==> config.mk <==
export PLATFORM = sky130hd
export DESIGN_NAME = sensor_conditioner
export DESIGN_NICKNAME = d
export VERILOG_FILES = /design/src/rtl/sensor_conditioner.sv
export SDC_FILE = /design/constraint.sdc
export NUM_CORES = 1
export LEC_CHECK = 0
export CORE_AREA = 5 5 86 48
export DETAILED_ROUTE_END_ITERATION = 8
export DIE_AREA = 0 0 91 53
export DONT_BUFFER_PORTS = 1
export PLACE_DENSITY = 0.69
export SYNTH_ARGS = -nofsm -noshare
export SYNTH_HDL_FRONTEND = slang
export SYNTH_SLANG_ARGS = --single-unit
==> constraint.sdc <==
create_clock -name clock -period 1.4 [get_ports clock]
set_input_delay 0.28 -clock clock [delete_from_list [all_inputs] [get_ports clock]]
set_output_delay 0.28 -clock clock [all_outputs]
set_load 0.02 [all_outputs]
==> src/rtl/sensor_conditioner.sv <==
// sensor_conditioner: turns two raw photocell beams into clean arrival/departure pulses,
// with synchronisation, debouncing, stuck-beam detection and full/empty gating.
`default_nettype none

module sensor_channel #(
  parameter int unsigned DEBOUNCE = 4,
  parameter int unsigned STUCK    = 255
) (
  input  logic clock,
  input  logic clear_flags,
  input  logic raw,
  input  logic gate,
  output logic pass_pulse,
  output logic drop_pulse,
  output logic fault
);

  localparam logic [3:0] DB_LAST    = 4'(DEBOUNCE - 1);
  localparam logic [7:0] STUCK_LAST = 8'(STUCK - 1);

  localparam logic [1:0] ST_IDLE    = 2'd0;
  localparam logic [1:0] ST_BLOCKED = 2'd1;
  localparam logic [1:0] ST_FAULT   = 2'd2;

  logic       sync1;
  logic       sync2;
  logic       level;
  logic [3:0] db_cnt;
  logic [1:0] state;
  logic [1:0] state_next;
  logic [7:0] stuck_cnt;
  logic       stuck_hit;
  logic       candidate;

  always_ff @(posedge clock) begin
    if (clear_flags) begin
      sync1 <= 1'b0;
      sync2 <= 1'b0;
    end else begin
      sync1 <= raw;
      sync2 <= sync1;
    end
  end

  // Level flips only after DEBOUNCE consecutive disagreeing samples.
  always_ff @(posedge clock) begin
    if (clear_flags) begin
      level  <= 1'b0;
      db_cnt <= 4'd0;
    end else if (sync2 != level) begin
      if (db_cnt == DB_LAST) begin
        level  <= ~level;
        db_cnt <= 4'd0;
      end else begin
        db_cnt <= db_cnt + 4'd1;
      end
    end else begin
      db_cnt <= 4'd0;
    end
  end

  always_ff @(posedge clock) begin
    if (clear_flags) begin
      state <= ST_IDLE;
    end else begin
      state <= state_next;
    end
  end

  // Held at zero outside BLOCKED, so it starts from zero on every entry.
  always_ff @(posedge clock) begin
    if (clear_flags || state != ST_BLOCKED) begin
      stuck_cnt <= 8'd0;
    end else begin
      stuck_cnt <= stuck_cnt + 8'd1;
    end
  end

  assign stuck_hit = (stuck_cnt == STUCK_LAST);

  always_comb begin
    state_next = state;
    case (state)
      ST_IDLE: begin
        if (level) state_next = ST_BLOCKED;
      end
      ST_BLOCKED: begin
        if (!level)         state_next = ST_IDLE;
        else if (stuck_hit) state_next = ST_FAULT;
      end
      ST_FAULT: begin
        if (!level) state_next = ST_IDLE;
      end
      default: state_next = ST_IDLE;
    endcase
  end

  always_comb begin
    fault     = (state == ST_FAULT);
    candidate = (state == ST_BLOCKED) && !level;
  end

  always_ff @(posedge clock) begin
    if (clear_flags) begin
      pass_pulse <= 1'b0;
      drop_pulse <= 1'b0;
    end else begin
      pass_pulse <= candidate & ~gate;
      drop_pulse <= candidate & gate;
    end
  end

endmodule

module sensor_conditioner #(
  parameter int unsigned DEBOUNCE = 4,
  parameter int unsigned STUCK    = 255
) (
  input  logic clock,
  input  logic clear_flags,
  input  logic bph_raw,
  input  logic fph_raw,
  input  logic full,
  input  logic empty,
  output logic BPH,
  output logic FPH,
  output logic reject,
  output logic underflow,
  output logic fault_b,
  output logic fault_f
);

  // Back arrivals are gated by full, front departures by empty.
  sensor_channel #(
    .DEBOUNCE (DEBOUNCE),
    .STUCK    (STUCK)
  ) u_back (
    .clock       (clock),
    .clear_flags (clear_flags),
    .raw         (bph_raw),
    .gate        (full),
    .pass_pulse  (BPH),
    .drop_pulse  (reject),
    .fault       (fault_b)
  );

  sensor_channel #(
    .DEBOUNCE (DEBOUNCE),
    .STUCK    (STUCK)
  ) u_front (
    .clock       (clock),
    .clear_flags (clear_flags),
    .raw         (fph_raw),
    .gate        (empty),
    .pass_pulse  (FPH),
    .drop_pulse  (underflow),
    .fault       (fault_f)
  );

endmodule

`default_nettype wire

==> run summary, run 1 <==
Layout fillers = 294
DPL Wire Length = 1820 um
Place WS = 87.0 ps
TritonCTS buffer count = 5
Final setup vio count = 0
N_diodes = 0
Largest family of logic cells by synthesized area = simple AND/OR/NAND/NOR gates
DR iter-0 viols = 21
Core Area = 3280 sq um
Sequential fraction of the synthesis area = 53.6%
Final antenna-violating net count = 0
Multiplexer share of the synthesized area = 1.41%
Share of cells above drive strength 1 = 10.8%
Area Overhead vs Synth = 14.1%
Final setup TNS = 0 ps
Hold path startpoint = clear_flags
Worst hold path type = in2reg
RSZ-0062 raised after global routing = no
Pleak = 0.586 nW
IO Pins = 12
Fmax = 0.754 GHz
Worst-path cell chain = ha_1 > nor3b_2 > or3_1 > nor2_1
Largest net degree at the start of global routing = 13
Multi-input gate area = 639 sq um
Full die area = 4820 sq um
Syn_nets = 158
GR Layer Usage met1 = 11.7%
Post-CTS Hold Buffers = 0
Tcrit/Tclk final = 94.8%
Worst-Margin Slew = 356 ps
Slew HR = 76.2%
Clk root buf = clkbuf_8
Initial Utilization = 43.2%
Netlist cell types = 23
Synth Register Bits = 38
Met2 Usage GRT = 18.5%
CP Buf/Inv Count = 0
Post-Synth XOR/XNOR Area = 7.41%
CTS tree = yes
Initial antenna violation count = 0
Drt drc = 0
Gr ovfl total = 0
Most common cell after layout, fill and taps aside = dfxtp_1
Clock transition at path regs = 70 ps
Vias = 1010
Met3 usage = 6.39%
Reg2Reg Depth = 4
Pins Over Slew Limit = 0
Slowest-stage cell, CP = or3_1
RR Endpoint = u_back.db_cnt[3]
Hold-critical path depth = 1
Clock latency on the worst-skew pair = 290 ps
Final WS setup = 73.1 ps
Routed length per instance = 12.6 um
Final Hold Viols = 0
Pwr Density = 1220 nW/um^2
Die Y = 53 um
Simple-Gate Fraction of Synth Area = 24.4%
Outcome = complete, no violations
Crit. End Element = flop
Dpl cell area = 1500 sq um
Final Util = 49.3%
Adder-cell share of the synthesized area = 5.29%
Arr. time, crit path = 1550 ps
Minimum clock period = 1330 ps
First-pass DRT Iterations = 4
Crit Path Category = reg2reg
Commonest cells after routing, fill and taps aside = dfxtp_1 (38), nor2_1 (24), nand3_1 (10)
Mean post-synth cell area = 9.72 sq um
First-pass GRT wire length = 4030 um
Max-cap viol count = 0
RR Startpoint = u_back.db_cnt[0]
Total Routing Usage GR = 11.4%
Area fraction in compound gates after synthesis = 5.64%
YS warnings = 0
Nets = 168
Vias per cell = 5.08
Sink Count = 38
GR peak layer = met2
CTS H-Tree Depth = 2
Vias in the first global route = 946
Die W = 91 um
Family with the most delay on the worst path = simple AND/OR/NAND/NOR gates
Peak per-stage delay on the critical path = 400 ps
VDD IR max = 0.539 mV
Critical path fanouts, max = 4
Reg2Reg Setup Slack = 70 ps
Bufs on Longest Clock Path = 2
Mapped Area = 1420 sq um
RePlAce Congestion = 0.674
Total Wirelength = 2500 um
CP Launch Type = flop
Hold worst-path end = u_front.sync1
Register area = 761 sq um
Critical Path RT = 1630 ps
# rows = 15
Mapped Cells = 146
Final Instance Area = 1620 sq um
Clk_skew = 3.45 ps
Port Buffers = 0
-- worst max-delay path by stage --
| stage | startpoint | end | slack, ps | cells past startpoint |
|---|---|---|---|---|
| after floorplan | u_back.db_cnt[0] | u_back.db_cnt[2] | 190 | 4 |
| after global placement | u_front.db_cnt[0] | u_front.db_cnt[3] | 150 | 4 |
| after detailed placement | u_back.db_cnt[0] | u_back.db_cnt[0] | 90 | 4 |
| after CTS | u_back.state[1] | fault_b | 0.5 | 1 |
| after global routing | u_front.stuck_cnt[1] | u_front.stuck_cnt[6] | 30 | 4 |
| final | u_back.db_cnt[0] | u_back.db_cnt[3] | 70 | 4 |
-- layer usage --
layer	wire length (um)	part of all wire, %
met1	1160	47
met2	1170	47
met3	141	5.6
met4	24	0.96
met5	0	0
-- logic make-up after synthesis --
family                   count (synthesis)
AND/OR/NAND/NOR                         66
flip-flops                              38
AO/OA/AOI/OAI                           14
XOR/XNOR                                12
buffers and inverters                    8
adder cells (fa/ha/maj)                  6
multiplexers                             2
-- cell usage after synthesis --
cell      number  area, sq um
nand2_1        3         11.3
nand4_1        3         18.8
buf_2          1         5.00
dfxtp_1       38          761
ha_1           6         75.1
a21oi_1        6         30.0
a32o_1         1         10.0
mux2i_1        2         20.0
nor3b_1        4         30.0
xor2_1         6         52.6
nor2_1        24         90.1
nand3_1       10         50.1
o211a_1        1         10.0
nor3_1         4         20.0
nor4b_1        1         8.76
xnor2_1        6         52.6
nand3b_2       1         11.3
or3_1          8         50.1
o21ai_0        6         30.0
nor2b_1        6         37.5
nand4_2        1         12.5
inv_1          7         26.3
nand2b_1       1         6.26
-- sequential cells by signal, summed over array words and instances, names as in the netlist --
register	count
u_back.stuck_cnt	8
u_front.stuck_cnt	8
u_back.db_cnt	4
u_front.db_cnt	4
u_back.state	2
u_front.state	2
u_back.drop_pulse	1
u_back.level	1
u_back.pass_pulse	1
u_back.sync1	1
u_back.sync2	1
u_front.drop_pulse	1
u_front.level	1
u_front.pass_pulse	1
u_front.sync1	1
u_front.sync2	1
-- power by group --
| group | switching [mW] | leakage [nW] | internal (mW) |
|---|---|---|---|
| Clock | 0.365 | 0.0575 | 0.497 |
| Sequential | 0.00332 | 0.307 | 1.09 |
| Combinational | 0.00611 | 0.222 | 0.00857 |
-- layout make-up --
class	count	area share, %
multi-input cells	100	39.5
inverters	7	1.62
clock buffers	8	6.80
well taps	42	3.25
flip-flops and latches	38	47.0
repair buffers	4	1.85
-- stage by stage --
stage | hold slack (ps) | instances | power [mW]
CTS | 40.4 | 199 | 1.99
detailed placement | 355 | 191 | 1.13
floorplan | 357 | 146 | 1.13
global route | 30.1 | 199 | 2.05
finish | 51.4 | 199 | 1.97
global placement | 354 | 191 | 1.13
-- worst register-to-register path: stages (launching register included) --
cell,delay (ps)
dfxtp_1,330
ha_1,230
nor3b_2,180
or3_1,400
nor2_1,120
-- timing repair --
| item | in CTS | in global routing |
|---|---|---|
| gates resized for setup | 0 | 3 |
| setup endpoints to repair | 0 | 7 |
| buffers inserted | 0 | 0 |
No activity file was read; power rests on OpenSTA's default activity.
==> run 2: changes to the inputs <==
--- a/config.mk
+++ b/config.mk
@@ -10,6 +10,7 @@
 export DIE_AREA = 0 0 91 53
 export DONT_BUFFER_PORTS = 1
 export PLACE_DENSITY = 0.69
+export SLEW_MARGIN = 15
 export SYNTH_ARGS = -nofsm -noshare
 export SYNTH_HDL_FRONTEND = slang
 export SYNTH_SLANG_ARGS = --single-unit
==> constraint.sdc (replaced) <==
create_clock -name clock -period 1.3 [get_ports clock]
set_input_delay 0.26 -clock clock [delete_from_list [all_inputs] [get_ports clock]]
set_output_delay 0.26 -clock clock [all_outputs]
set_load 0.02 [all_outputs]
==> run 2 against run 1 <==
  * Register-to-register slack worse by 50 ps
  * Largest cell class unchanged
  * Non-clock buffer count is 4 higher
  * Highest routed layer unchanged
  * Core utilization is 2.9 points higher
==> run summary, run 2 (synthesized netlist as in run 1, its figures left out) <==
Outcome = complete, no violations
Bufs on Longest Clock Path = 2 (unchanged)
Commonest cells after routing, fill and taps aside = dfxtp_1 (34), nor2_1 (20), nand3_1 (10)
Pins Over Slew Limit = 0 (unchanged)
Full die area = 4820 sq um (unchanged)
First-pass GRT wire length = 4450 um (+10%)
Final WS setup = 24.2 ps (-49.0 ps)
Die Y = 53 um (unchanged)
Pleak = 0.624 nW (+6.5%)
Place WS = -55.7 ps (-143 ps)
Final Hold Viols = 0 (unchanged)
Initial antenna violation count = 0 (unchanged)
Reg2Reg Setup Slack = 20 ps (-50 ps)
Post-Layout Cell Count = 203 (+2.0%)
Total Routing Usage GR = 12.0% (+0.54 points)
CP Launch Type = flop
Dpl cell area = 1530 sq um (+2.0%)
CTS tree = yes
Routed length per instance = 13.0 um (+3.3%)
Reg2Reg Depth = 4 (unchanged)
Max-cap viol count = 0 (unchanged)
RePlAce Congestion = 0.716 (+6.2%)
CTS H-Tree Depth = 2 (unchanged)
Sink Count = 38 (unchanged)
Crit Path Category = reg2reg
Largest net degree at the start of global routing = 13 (unchanged)
Worst hold path type = in2reg
Multi-input gate area = 667 sq um (+4.3%)
Fmax = 0.784 GHz (+4.0%)
Arr. time, crit path = 1500 ps (-50 ps)
Vias per cell = 5.00 (-1.5%)
CP startpoint = u_front.db_cnt[0]
Total Power = 2.43 mW (+23%)
Vias = 1015 (+0.50%)
Slew HR = 77.7% (+1.5 points)
IO Pins = 12 (unchanged)
Area Overhead vs Synth = 20.8%
First-pass DRT Iterations = 4 (unchanged)
Post-CTS Hold Buffers = 0 (unchanged)
Final setup vio count = 0 (unchanged)
Final antenna-violating net count = 0 (unchanged)
Tcrit/Tclk final = 98.1% (+3.4 points)
DPL Wire Length = 1940 um (+6.8%)
Clk_skew = 6.82 ps (+3.37 ps)
Critical path fanouts, max = 4 (unchanged)
Minimum clock period = 1280 ps (-51.0 ps)
Worst-Margin Slew = 333 ps (-22.6 ps)
Crit. End Element = flop
RR Startpoint = u_front.db_cnt[0]
N_diodes = 0 (unchanged)
Layout fillers = 298 (+1.4%)
Final Instance Area = 1710 sq um (+5.9%)
Post CTS Setup Buffer Count = 0 (unchanged)
Final hold slack = 31.9 ps (-19.4 ps)
RR Endpoint = u_front.db_cnt[2]
Port Buffers = 0 (unchanged)
Gr ovfl total = 0 (unchanged)
Register area = 766 sq um (+0.66%)
# rows = 15 (unchanged)
Share of cells above drive strength 1 = 21.1% (+10 points)
Clk root buf = clkbuf_8
RSZ-0062 raised after global routing = yes
Most common cell after layout, fill and taps aside = dfxtp_1
GR peak layer = met2
GR Layer Usage met1 = 13.4% (+1.7 points)
VDD IR max = 0.682 mV (+27%)
Drt drc = 0 (unchanged)
Met2 Usage GRT = 20.5% (+1.9 points)
Placed insts = 195 (+2.1%)
Clock transition at path regs = 80 ps (about the same)
Critical Path End = u_front.db_cnt[2]
Initial Utilization = 43.2% (unchanged)
Die W = 91 um (unchanged)
TritonCTS buffer count = 5 (unchanged)
Critical Path RT = 1530 ps (-100 ps)
Met3 usage = 5.40% (-0.99 points)
Final setup TNS = 0 ps (unchanged)
Clock latency on the worst-skew pair = 290 ps (about the same)
Final Util = 52.2% (+2.9 points)
Nets = 172 (+2.4%)
DR iter-0 viols = 37 (+76%)
Hold path startpoint = clear_flags
Vias in the first global route = 997 (+5.4%)
Total Wirelength = 2640 um (+5.4%)
Regs by FF count = u_back.stuck_cnt (8), u_front.stuck_cnt (8)
Core Area = 3280 sq um (unchanged)
Pwr Density = 1420 nW/um^2 (+17%)
==> run 2: changes by cell type in the layout (fill, tap and decap cells not counted), sizes merged <==
cell and delta:
bufinv +2, buf +4, clkbuf -2
==> run 2: report_power, final <==
group | switching, mW | internal, mW
sequential | 0.00361 | 1.17
combinational | 0.00795 | 0.0101
clock | 0.419 | 0.819
==> run 2: critical path, stage by stage, from the launching register on <==
cell,delay (ps)
dfxtp_1,340
ha_2,200
nor3b_2,160
or3_4,400
nor2_2,120
==> run 2: worst min-delay path by stage <==
stage | slack (ps) | cells past startpoint | to
2_1_floorplan | 340 | 1 | u_back.pass_pulse
3_3_place_gp | 330 | 1 | u_front.sync2
3_5_place_dp | 330 | 1 | u_back.sync2
4_1_cts | 30 | 1 | u_back.sync2
5_1_grt | 20 | 1 | u_front.sync2
6_report | 30 | 1 | u_back.sync2
==> run 2: area by class of cell <==
class	instances	area share (%)
well taps	42	3.07
clock inverters	2	3.50
multi-input cells	100	38.9
inverters	7	1.53
repair buffers	8	3.50
flip-flops and latches	38	44.7
clock buffers	6	4.82
==> run 2: timing repair <==
item / 4_1_cts / 5_1_grt
pin swaps: 2 / 2
gates resized for setup: 7 / 9
setup endpoints to repair: 7 / 13
==> run 2: routing by layer <==
metal  vias to the layer above  part of all wire [%]
li1                        519                     -
met1                       482                    45
met2                        12                    50
met3                         2                   4.7
met4                         0                  0.30
met5                         -                     0
==> run 3: changes to the inputs <==
--- a/config.mk
+++ b/config.mk
@@ -5,9 +5,9 @@
 export SDC_FILE = /design/constraint.sdc
 export NUM_CORES = 1
 export LEC_CHECK = 0
-export CORE_AREA = 5 5 86 48
+export CORE_AREA = 3 3 84 46
 export DETAILED_ROUTE_END_ITERATION = 8
-export DIE_AREA = 0 0 91 53
+export DIE_AREA = 0 0 87 49
 export DONT_BUFFER_PORTS = 1
 export PLACE_DENSITY = 0.69
 export SLEW_MARGIN = 15
==> run 3 against run 2 <==
  * Die area is 12% lower
  * Register-to-register slack better by 30 ps
  * Global-route usage is 0.065 points higher
  * Clock skew hardly changed
  * Count of clock-buffer cells in the layout is 1 lower
  * Clock power is 3% lower
  * First-iteration DRC count is 2.7% lower
==> run summary, run 3 (synthesized netlist as in run 1, its figures left out) <==
CTS tree = yes
CTS H-Tree Depth = 2 (unchanged)
Clock transition at path regs = 80 ps (about the same)
Pleak = 0.616 nW (-1.3%)
Critical Path RT = 1530 ps (about the same)
Hold-critical path depth = 1 (unchanged)
CP Launch Type = flop
Hold worst-path end = u_front.sync1
Total Wirelength = 2320 um (-12%)
Share of cells above drive strength 1 = 17.5% (-3.6 points)
Routed length per instance = 11.6 um (-11%)
Full die area = 4260 sq um (-12%)
Core Area = 3070 sq um (-6.7%)
Layout fillers = 266 (-11%)
Max-cap viol count = 0 (unchanged)
Register area = 766 sq um (unchanged)
Clk_skew = 6.63 ps (-0.191 ps)
DPL Wire Length = 1630 um (-16%)
Multi-input gate area = 654 sq um (-1.9%)
Peak per-stage delay on the critical path = 390 ps (about the same)
Final antenna-violating net count = 0 (unchanged)
Fmax = 0.805 GHz (+2.7%)
Hold path startpoint = clear_flags
Slowest-stage cell, CP = or3_4
Vias per cell = 4.94 (-1.2%)
Dpl cell area = 1520 sq um (-0.66%)
Sink Count = 38 (unchanged)
Commonest cells after routing, fill and taps aside = dfxtp_1 (34), nor2_1 (23), nand3_1 (10)
Outcome = complete, no violations
First-pass DRT Iterations = 6 (+2)
Post-Layout Cell Count = 200 (-1.5%)
RR Startpoint = u_back.db_cnt[0]
Die W = 87 um (-4.4%)
Sequential Power Share = 49.2% (+0.9 points)
Critical path fanouts, max = 4 (unchanged)
Final Hold Viols = 0 (unchanged)
Vias in the first global route = 886 (-11%)
Bufs on Longest Clock Path = 2 (unchanged)
RePlAce Congestion = 0.754 (+5.3%)
Pins Over Slew Limit = 0 (unchanged)
Arr. time, crit path = 1470 ps (-30 ps)
Reg2Reg Setup Slack = 60 ps (+30 ps)
Crit. End Element = flop
Worst-Margin Slew = 326 ps (-7.48 ps)
NetSw = 438 uW (+1.8%)
Sw Share = 18.3% (+0.64 points)
VDD IR max = 0.868 mV (+27%)
Gr ovfl total = 0 (unchanged)
Cell internal pwr = 1.95 mW (-2.5%)
TritonCTS buffer count = 5 (unchanged)
RSZ-0062 raised after global routing = no
Placed insts = 192 (-1.5%)
Area Overhead vs Synth = 18.9%
Largest net degree at the start of global routing = 14 (+1)
Worst-path cell chain = ha_2 > nor3b_2 > or3_4 > nor2_1
Vias = 988 (-2.7%)
Die Y = 49 um (-7.5%)
First-pass GRT wire length = 3910 um (-12%)
DR iter-0 viols = 36 (-2.7%)
Final setup vio count = 0 (unchanged)
Total Routing Usage GR = 12.1% (+0.065 points)
Drt drc = 0 (unchanged)
Tcrit/Tclk final = 95.5% (-2.6 points)
Slew HR = 78.2% (+0.50 points)
RR Endpoint = u_back.db_cnt[2]
Initial Utilization = 46.3% (+3.1 points)
Regs by FF count = u_back.stuck_cnt (8), u_front.stuck_cnt (8)
Port Buffers = 0 (unchanged)
Clock latency on the worst-skew pair = 290 ps (about the same)
Reg2Reg Depth = 4 (unchanged)
# rows = 14 (-1)
IO Pins = 12 (unchanged)
Pwr Density = 1420 nW/um^2 (-0.12%)
Logic pwr share = 0.7% (about the same)
N_diodes = 0 (unchanged)
Initial antenna violation count = 0 (unchanged)
Minimum clock period = 1240 ps (-34.0 ps)
Worst hold path type = in2reg
Clk root buf = clkbuf_8
Final Instance Area = 1690 sq um (-1.6%)
Final setup TNS = 0 ps (unchanged)
Post-CTS Hold Buffers = 0 (unchanged)
Crit Path Category = reg2reg
Clock Power Share = 50.1% (-0.8 points)
Most common cell after layout, fill and taps aside = dfxtp_1
Nets = 171 (-0.58%)
-- run 3: changes by cell type in the layout (fill, tap and decap cells not counted), sizes merged --
cell / previous run / this run
clkinv: 0 / 1
clkbuf: 6 / 5
buf: 8 / 7
-- run 3: worst max-delay path, delay by kind of cell, from the launching register on --
kind	cells	cell delay, ps
DFF	1	340
and+or+nand+nor	3	660
adders and majority gates	1	190
-- run 3: worst max-delay path by stage --
| stage | slack, ps | startpoint | end | cells after the start |
|---|---|---|---|---|
| floorplan | 90 | u_back.db_cnt[0] | u_back.db_cnt[2] | 4 |
| global route | 5 | u_back.db_cnt[0] | u_back.db_cnt[2] | 4 |
| detailed placement | 9 | u_back.db_cnt[0] | u_back.db_cnt[2] | 4 |
| global placement | 50 | u_front.db_cnt[0] | u_front.db_cnt[2] | 4 |
| CTS | 3 | u_back.db_cnt[0] | u_back.db_cnt[2] | 4 |
| finish | 60 | u_back.db_cnt[0] | u_back.db_cnt[2] | 4 |
-- run 3: layout make-up --
class                      count  share of cell area, %
clock buffer                   5                   4.08
clock inverter                 3                   4.08
inverter                       7                   1.56
multi-input combinational    100                   38.8
sequential                    38                   45.4
tap                           40                   2.97
timing repair buffer           7                   3.12
-- run 3: per-layer routing --
metal / wire, um / share of wire (%) / up-vias / track usage (%)
li1: - / - / 523 / -
met2: 1060 / 46 / 12 / 16.6
met5: 0 / 0 / - / 0
met3: 83 / 3.6 / 0 / 5.06
met1: 1180 / 51 / 453 / 15.8
met4: 0 / 0 / 0 / 6.22
-- run 3: power groups by stage --
stage          clock [mW]  combinational [mW]  sequential, mW
3_5_place_dp            0              0.0158            1.20
6_report             1.20              0.0176            1.17
3_3_place_gp            0              0.0151            1.20
5_1_grt              1.29              0.0197            1.18
4_1_cts              1.23              0.0168            1.17
2_1_floorplan           0              0.0171            1.20
-- run 3: what timing repair did --
action,CTS,global route
setup endpoints to repair,3,12
pin swaps,0,0
buffers inserted,0,0
gates resized for setup,1,10
-- run 3: per-stage QoR --
step,hold slack [ps],total power [mW],util [%],worst slack [ps]
2_1_floorplan,337,1.22,-,89.0
3_3_place_gp,333,1.22,49.5,50.8
3_5_place_dp,336,1.22,49.5,8.98
4_1_cts,20.2,2.42,54.1,3.06
5_1_grt,7.89,2.48,55.0,5.39
6_report,30.9,2.39,55.0,58.2
